File: src/rtl/laplacian_frame_sched.sv
// laplacian_frame_sched
//   Frame-level scheduler for the 3x3 laplacian core. It walks the frame in
//   raster order. For each interior pixel it fetches the 3x3 neighbourhood
//   from the pixel RAM, fires the core, waits for its result and writes that
//   result to the result RAM. Border pixels are written as zero and never
//   reach the core.
//
// Optional feature macro: LAPLACIAN_SCHED_ABS_CLAMP_EN
//   defined   : the core result is stored as |res| saturated to 255,
//               zero-extended to RES_W
//   undefined : the core result is stored unchanged (signed RES_W)
//
// Ports
//   clk_i        clock, rising edge
//   rst_i        synchronous active-low reset
//   start_i      start one frame (accepted only in IDLE)
//   busy_o       frame in progress
//   done_o       one-cycle pulse after the last write
//   rd_en_o      pixel RAM read strobe
//   rd_addr_o    pixel RAM address
//   rd_data_i    pixel RAM data, one cycle after rd_en_o
//   win_o        3x3 window, tap k at [k*PIX_W +: PIX_W], row-major
//   core_en_o    core start pulse
//   core_res_i   core result (signed)
//   core_done_i  core result valid
//   wr_en_o      result RAM write strobe
//   wr_addr_o    result RAM address (row*IMG_W+col)
//   wr_data_o    result RAM data
module laplacian_frame_sched #(
    parameter int IMG_W  = 320,
    parameter int IMG_H  = 240,
    parameter int ADDR_W = 17,
    parameter int PIX_W  = 8,
    parameter int RES_W  = 9
) (
    input  logic                    clk_i,
    input  logic                    rst_i,
    input  logic                    start_i,
    output logic                    busy_o,
    output logic                    done_o,
    output logic                    rd_en_o,
    output logic [ADDR_W-1:0]       rd_addr_o,
    input  logic [PIX_W-1:0]        rd_data_i,
    output logic [9*PIX_W-1:0]      win_o,
    output logic                    core_en_o,
    input  logic signed [RES_W-1:0] core_res_i,
    input  logic                    core_done_i,
    output logic                    wr_en_o,
    output logic [ADDR_W-1:0]       wr_addr_o,
    output logic [RES_W-1:0]        wr_data_o
);

    typedef enum logic [2:0] {
        S_IDLE, S_SEL, S_FETCH, S_ISSUE, S_WAIT, S_WRITE, S_DONE
    } state_t;

    localparam logic [ADDR_W-1:0] ONE      = ADDR_W'(1);
    localparam logic [ADDR_W-1:0] W_A      = ADDR_W'(IMG_W);
    localparam logic [ADDR_W-1:0] LAST_COL = ADDR_W'(IMG_W - 1);
    localparam logic [ADDR_W-1:0] LAST_ROW = ADDR_W'(IMG_H - 1);

    state_t             state_q, state_d;
    logic [ADDR_W-1:0]  row_q, row_d;
    logic [ADDR_W-1:0]  col_q, col_d;
    logic [3:0]         tap_q, tap_d;   // fetch cycle 0..9
    logic [1:0]         tr_q, tr_d;     // window row of the tap being read
    logic [1:0]         tc_q, tc_d;     // window column of the tap being read
    logic [9*PIX_W-1:0] win_q, win_d;
    logic [RES_W-1:0]   res_q, res_d;

`ifdef LAPLACIAN_SCHED_ABS_CLAMP_EN
    // One extra bit so that |most-negative| is representable before saturation.
    function automatic logic [RES_W-1:0] abs_clamp(input logic signed [RES_W-1:0] r);
        logic [RES_W:0] mag;
        if (r[RES_W-1])
            mag = ~{1'b1, r} + (RES_W+1)'(1);
        else
            mag = {1'b0, r};
        if (mag > (RES_W+1)'(255))
            return RES_W'(255);
        return mag[RES_W-1:0];
    endfunction
`endif

    always_ff @(posedge clk_i) begin
        if (!rst_i) begin
            state_q <= S_IDLE;
            row_q   <= '0;
            col_q   <= '0;
            tap_q   <= '0;
            tr_q    <= '0;
            tc_q    <= '0;
            win_q   <= '0;
            res_q   <= '0;
        end else begin
            state_q <= state_d;
            row_q   <= row_d;
            col_q   <= col_d;
            tap_q   <= tap_d;
            tr_q    <= tr_d;
            tc_q    <= tc_d;
            win_q   <= win_d;
            res_q   <= res_d;
        end
    end

    always_comb begin
        state_d   = state_q;
        row_d     = row_q;
        col_d     = col_q;
        tap_d     = tap_q;
        tr_d      = tr_q;
        tc_d      = tc_q;
        win_d     = win_q;
        res_d     = res_q;
        done_o    = 1'b0;
        rd_en_o   = 1'b0;
        rd_addr_o = '0;
        core_en_o = 1'b0;
        wr_en_o   = 1'b0;
        wr_addr_o = '0;
        wr_data_o = '0;

        case (state_q)
            S_IDLE: begin
                if (start_i) begin
                    state_d = S_SEL;
                    row_d   = '0;
                    col_d   = '0;
                end
            end

            S_SEL: begin
                if (row_q == '0 || row_q == LAST_ROW || col_q == '0 || col_q == LAST_COL) begin
                    res_d   = '0;
                    state_d = S_WRITE;
                end else begin
                    tap_d   = '0;
                    tr_d    = '0;
                    tc_d    = '0;
                    state_d = S_FETCH;
                end
            end

            S_FETCH: begin
                // Reads are issued on cycles 0..8; each datum lands one cycle
                // later, so cycle t stores the tap requested on cycle t-1.
                if (tap_q < 4'd9) begin
                    rd_en_o   = 1'b1;
                    rd_addr_o = (row_q + ADDR_W'(tr_q) - ONE) * W_A + col_q + ADDR_W'(tc_q) - ONE;
                    if (tc_q == 2'd2) begin
                        tc_d = 2'd0;
                        tr_d = tr_q + 2'd1;
                    end else begin
                        tc_d = tc_q + 2'd1;
                    end
                end
                for (int k = 0; k < 9; k++) begin
                    if (tap_q == 4'(k + 1))
                        win_d[k*PIX_W +: PIX_W] = rd_data_i;
                end
                tap_d = tap_q + 4'd1;
                if (tap_q == 4'd9)
                    state_d = S_ISSUE;
            end

            S_ISSUE: begin
                core_en_o = 1'b1;
                state_d   = S_WAIT;
            end

            S_WAIT: begin
                if (core_done_i) begin
`ifdef LAPLACIAN_SCHED_ABS_CLAMP_EN
                    res_d = abs_clamp(core_res_i);
`else
                    res_d = core_res_i;
`endif
                    state_d = S_WRITE;
                end
            end

            S_WRITE: begin
                wr_en_o   = 1'b1;
                wr_addr_o = row_q * W_A + col_q;
                wr_data_o = res_q;
                if (col_q == LAST_COL) begin
                    col_d = '0;
                    row_d = row_q + ONE;
                end else begin
                    col_d = col_q + ONE;
                end
                if (row_q == LAST_ROW && col_q == LAST_COL)
                    state_d = S_DONE;
                else
                    state_d = S_SEL;
            end

            S_DONE: begin
                done_o  = 1'b1;
                state_d = S_IDLE;
            end

            default: state_d = S_IDLE;
        endcase
    end

    assign busy_o = (state_q != S_IDLE) && (state_q != S_DONE);
    assign win_o  = win_q;

endmodule
File: config.mk
export PLATFORM = sky130hd
export DESIGN_NAME = laplacian_frame_sched
export DESIGN_NICKNAME = d
export VERILOG_FILES = /design/src/rtl/laplacian_frame_sched.sv
export SDC_FILE = /design/constraint.sdc
export NUM_CORES = 1
export LEC_CHECK = 0
export CAP_MARGIN = 0
export CORE_ASPECT_RATIO = 2
export CORE_UTILIZATION = 30
export CTS_CLUSTER_SIZE = 16
export DETAILED_ROUTE_END_ITERATION = 10
export PLACE_DENSITY = 0.47
export SLEW_MARGIN = 20
export SYNTH_ARGS = -nofsm -noshare
export SYNTH_HDL_FRONTEND = slang
export SYNTH_SLANG_ARGS = --single-unit
File: constraint.sdc
create_clock -name clk_i -period 11.55 [get_ports clk_i]
set_clock_uncertainty 0.2 [all_clocks]
set_input_delay 1.155 -clock clk_i [delete_from_list [all_inputs] [get_ports clk_i]]
set_output_delay 1.155 -clock clk_i [all_outputs]
set_load 0.01 [all_outputs]
==> results.sh <==
export IMPL_async_flop_share_pct=0
export IMPL_timing_worst_slew_pin_value_ns=0.912
export IMPL_crit_arrival_ns=6.06
export IMPL_drive_above_1_share_pct=4.50
export IMPL_critPathKind="flop to output port"
export IMPL_rows=87
export IMPL_postRouteWirelength_um=25900
export IMPL_cts_setup_buffers=0
export IMPL_finalHoldViolCount=0
export IMPL_core_mm2=0.0281
export IMPL_cts_resized=0
export IMPL_syn_area_per_cell_um2=8.16
export IMPL_clk_pin_slew_ns=0.06
export IMPL_postCtsHoldBufs=0
export IMPL_end_kind="output port"
export IMPL_crit_required_ns=10.20
export IMPL_yosys_area_top_type="dfxtp_1"
export IMPL_synthCells=1050
export IMPL_first_pass_iters=4
export IMPL_ant_nets=0
export IMPL_dr_wl_met2_um=15400
export IMPL_clock_sinks=126
export IMPL_seq_area_frac_synth_pct=29.4
export IMPL_dp_hpwl_um=20200
export IMPL_status="complete, no violations"
export IMPL_ff_latch_area_mm2=0.00252
export IMPL_finalInstanceArea_mm2=0.0108
export IMPL_clockBufferDepth=2
export IMPL_die_w_um=122
export IMPL_setup_viol=0
export IMPL_pwr_density_cell_mw_per_mm2=92.0
export IMPL_initial_core_util_pct=30.5
export IMPL_routed_top_layer="met4"
export IMPL_synth_most_common_cell="dfxtp_1"
export IMPL_yosysTopAreaCellShare_pct=29.4
export IMPL_placed_cells=1502
export IMPL_netlist_area_mm2=0.00857
export IMPL_setup_tns_ns=0
export IMPL_syn_to_final_growth_pct=25.7
export IMPL_synth_cell_types=67
export IMPL_htree_levels=4
export IMPL_gp_congestion=0.776
export IMPL_yosys_top_cells_area="dfxtp_1, ha_1, a21boi_0"
export IMPL_timing_final_crit_share_pct=64.2
export IMPL_viasPerCell=4.93
export IMPL_crit_buf_inv=4
export IMPL_grt_usage_pct=18.4
export IMPL_path_max_fanout=7
export IMPL_io_pins=141
export IMPL_cts_buffers=17
export IMPL_cp_cell_sequence="inv_1 -> ha_1 -> inv_1 -> ha_1 -> fa_1 -> a21o_1 -> a21oi_1 -> xnor2_1 -> xnor2_1 -> ha_1 -> nor2b_1 -> o21ai_0 -> nand2b_1 -> a21o_1 -> a21oi_1 -> xor2_1 -> ha_1 -> inv_1 -> ha_1 -> nand4_1 -> o21ai_0 -> xnor3_1 -> nor2_1 -> clkdlybuf4s50_1"
export IMPL_syn_num_nets=1177
export IMPL_hp_class="flop to flop"
export IMPL_synth_edf_count=0
export IMPL_antenna_found_initial=0
export IMPL_clk_latency_ns=0.43
export IMPL_fmax_mhz=135
export IMPL_nFillCells=2971
export IMPL_yosys_warnings=0
export IMPL_die_area_mm2=0.0293
export IMPL_wl_met1_um=9140
export IMPL_multi_input_area_mm2=0.00553
export IMPL_synth_flop_cell="dfxtp_1"
export IMPL_portBuffers=140
export IMPL_peakVddDrop_mv=0.106
export IMPL_overflow=0
export IMPL_wl_met3_um=567
export IMPL_slowest_delay_ns=0.56
export IMPL_p_total_mw=0.991
export IMPL_drcViolationCount=0
export IMPL_n_antenna_cell=0
export IMPL_cp_common_cell="ha_1"
export IMPL_first_global_vias=7600
export IMPL_synth_top_cells_by_count="dfxtp_1, ha_1, nand2_1"
export IMPL_post_drt_wl_per_cell_um=16.9
export IMPL_cpMaxStageDelayCell="clkdlybuf4s50_1"
export IMPL_slew_headroom_pct=39.0
export IMPL_leakage_nw=4.22
export IMPL_whs_ns=0.263
export IMPL_fin_crit_ns=7.42
export IMPL_cts_tree="yes"
export IMPL_synth_seq_cells=126
export IMPL_fp_dieH_um=241
export IMPL_drv_cap=0
export IMPL_cp_top_family="adder cells"
export IMPL_place_area_mm2=0.0102
export IMPL_grt_start_max_net_pins=83
export IMPL_num_vias=7553
export IMPL_grt_first_pass_wirelength_um=41000
export IMPL_final_cells=1533
export IMPL_crit_path_start_kind="flop"
export IMPL_slew_violations=0
export IMPL_nets=1292
export IMPL_cts_root_buf="clkbuf_16"
export IMPL_rsz0062_at_grt="no"
export IMPL_drt_initial_drc_count=336
==> worst min-delay path: stages, from the launching register on <==
cell	delay, ns
dfxtp_1	0.31
nand2_1	0.04
a21boi_0	0.06
==> routing by layer <==
metal	vias to the layer above	global-route usage, %
li1	3821	-
met1	3576	17.4
met2	114	37.6
met3	42	2.91
met4	0	8.16
met5	-	0
==> report_power, final <==
group	leakage [nW]	internal, mW	switching, mW	total (mW)
Clock	0.246	0.278	0.214	0.492
Sequential	1.01	0.436	0.00327	0.440
Combinational	2.95	0.0218	0.0370	0.0588
Total	4.22	0.736	0.255	0.991
==> sequential cells by signal, indices dropped and copies added (netlist names) <==
| signal | cells |
|---|---|
| tc_q | 2 |
| win_o | 72 |
| row_q | 17 |
| tr_q | 2 |
| state_q | 3 |
| res_q | 9 |
| tap_q | 4 |
| col_q | 17 |
==> metrics by stage <==
step	setup slack [ns]	util [%]
global route	3.67	38.4
floorplan	5.56	-
global placement	4.58	36.5
finish	4.13	38.4
CTS	4.04	38.4
detailed placement	4.53	36.5
==> final timing paths <==
kind                                 from                endpoint  slack (ns)  cells past startpoint
hold reg to reg    win_o[28]$_SDFFE_PN0P_  win_o[28]$_SDFFE_PN0P_        0.26                      2
setup reg to reg  state_q[1]$_SDFFE_PN0P_   row_q[7]$_SDFFE_PN0P_        8.51                      8
hold / removal     win_o[28]$_SDFFE_PN0P_  win_o[28]$_SDFFE_PN0P_        0.26                      2
setup / recovery    row_q[1]$_SDFFE_PN0P_           rd_addr_o[16]        4.13                     24
==> cells in the final DEF (no fill, tap or decap), drive strengths merged, types with 5 or more instances in the layout <==
cell type        n
clkdlybuf4s50  139
dfxtp          126
ha             101
nand2           95
nand3           88
inv             85
nor2            74
a21boi          69
a21oi           44
o21ai           41
xnor2           37
nor2b           36
and2            22
xor2            22
nor3            20
clkbuf          18
nand2b          17
and3            17
mux2i           17
nand4            9
a21o             8
o21bai           6
o21a             6
clkinvlp         6
clkinv           6
a31oi            5
fa               5
buf              5
==> layout make-up <==
type	count	share of cell area, %
Clock buffer	18	4.08
Inverter	84	2.93
Sequential cell	126	23.4
Timing Repair Buffer	144	13.2
Tap cell	356	4.13
Multi-Input combinational cell	792	51.3
Clock inverter	13	0.883
==> cell families (layout without fill, tap and decap cells) <==
family / after synthesis / after routing / synth area share, %
simple gates: 402 / 402 / 23.8
compound gates: 207 / 207 / 16.4
buf+inv: 132 / 259 / 6.07
flops: 126 / 126 / 29.4
fa+ha+maj: 106 / 106 / 15.9
xor+xnor: 60 / 60 / 6.38
mux: 17 / 17 / 1.99
Power figures use the tool's default switching activity.
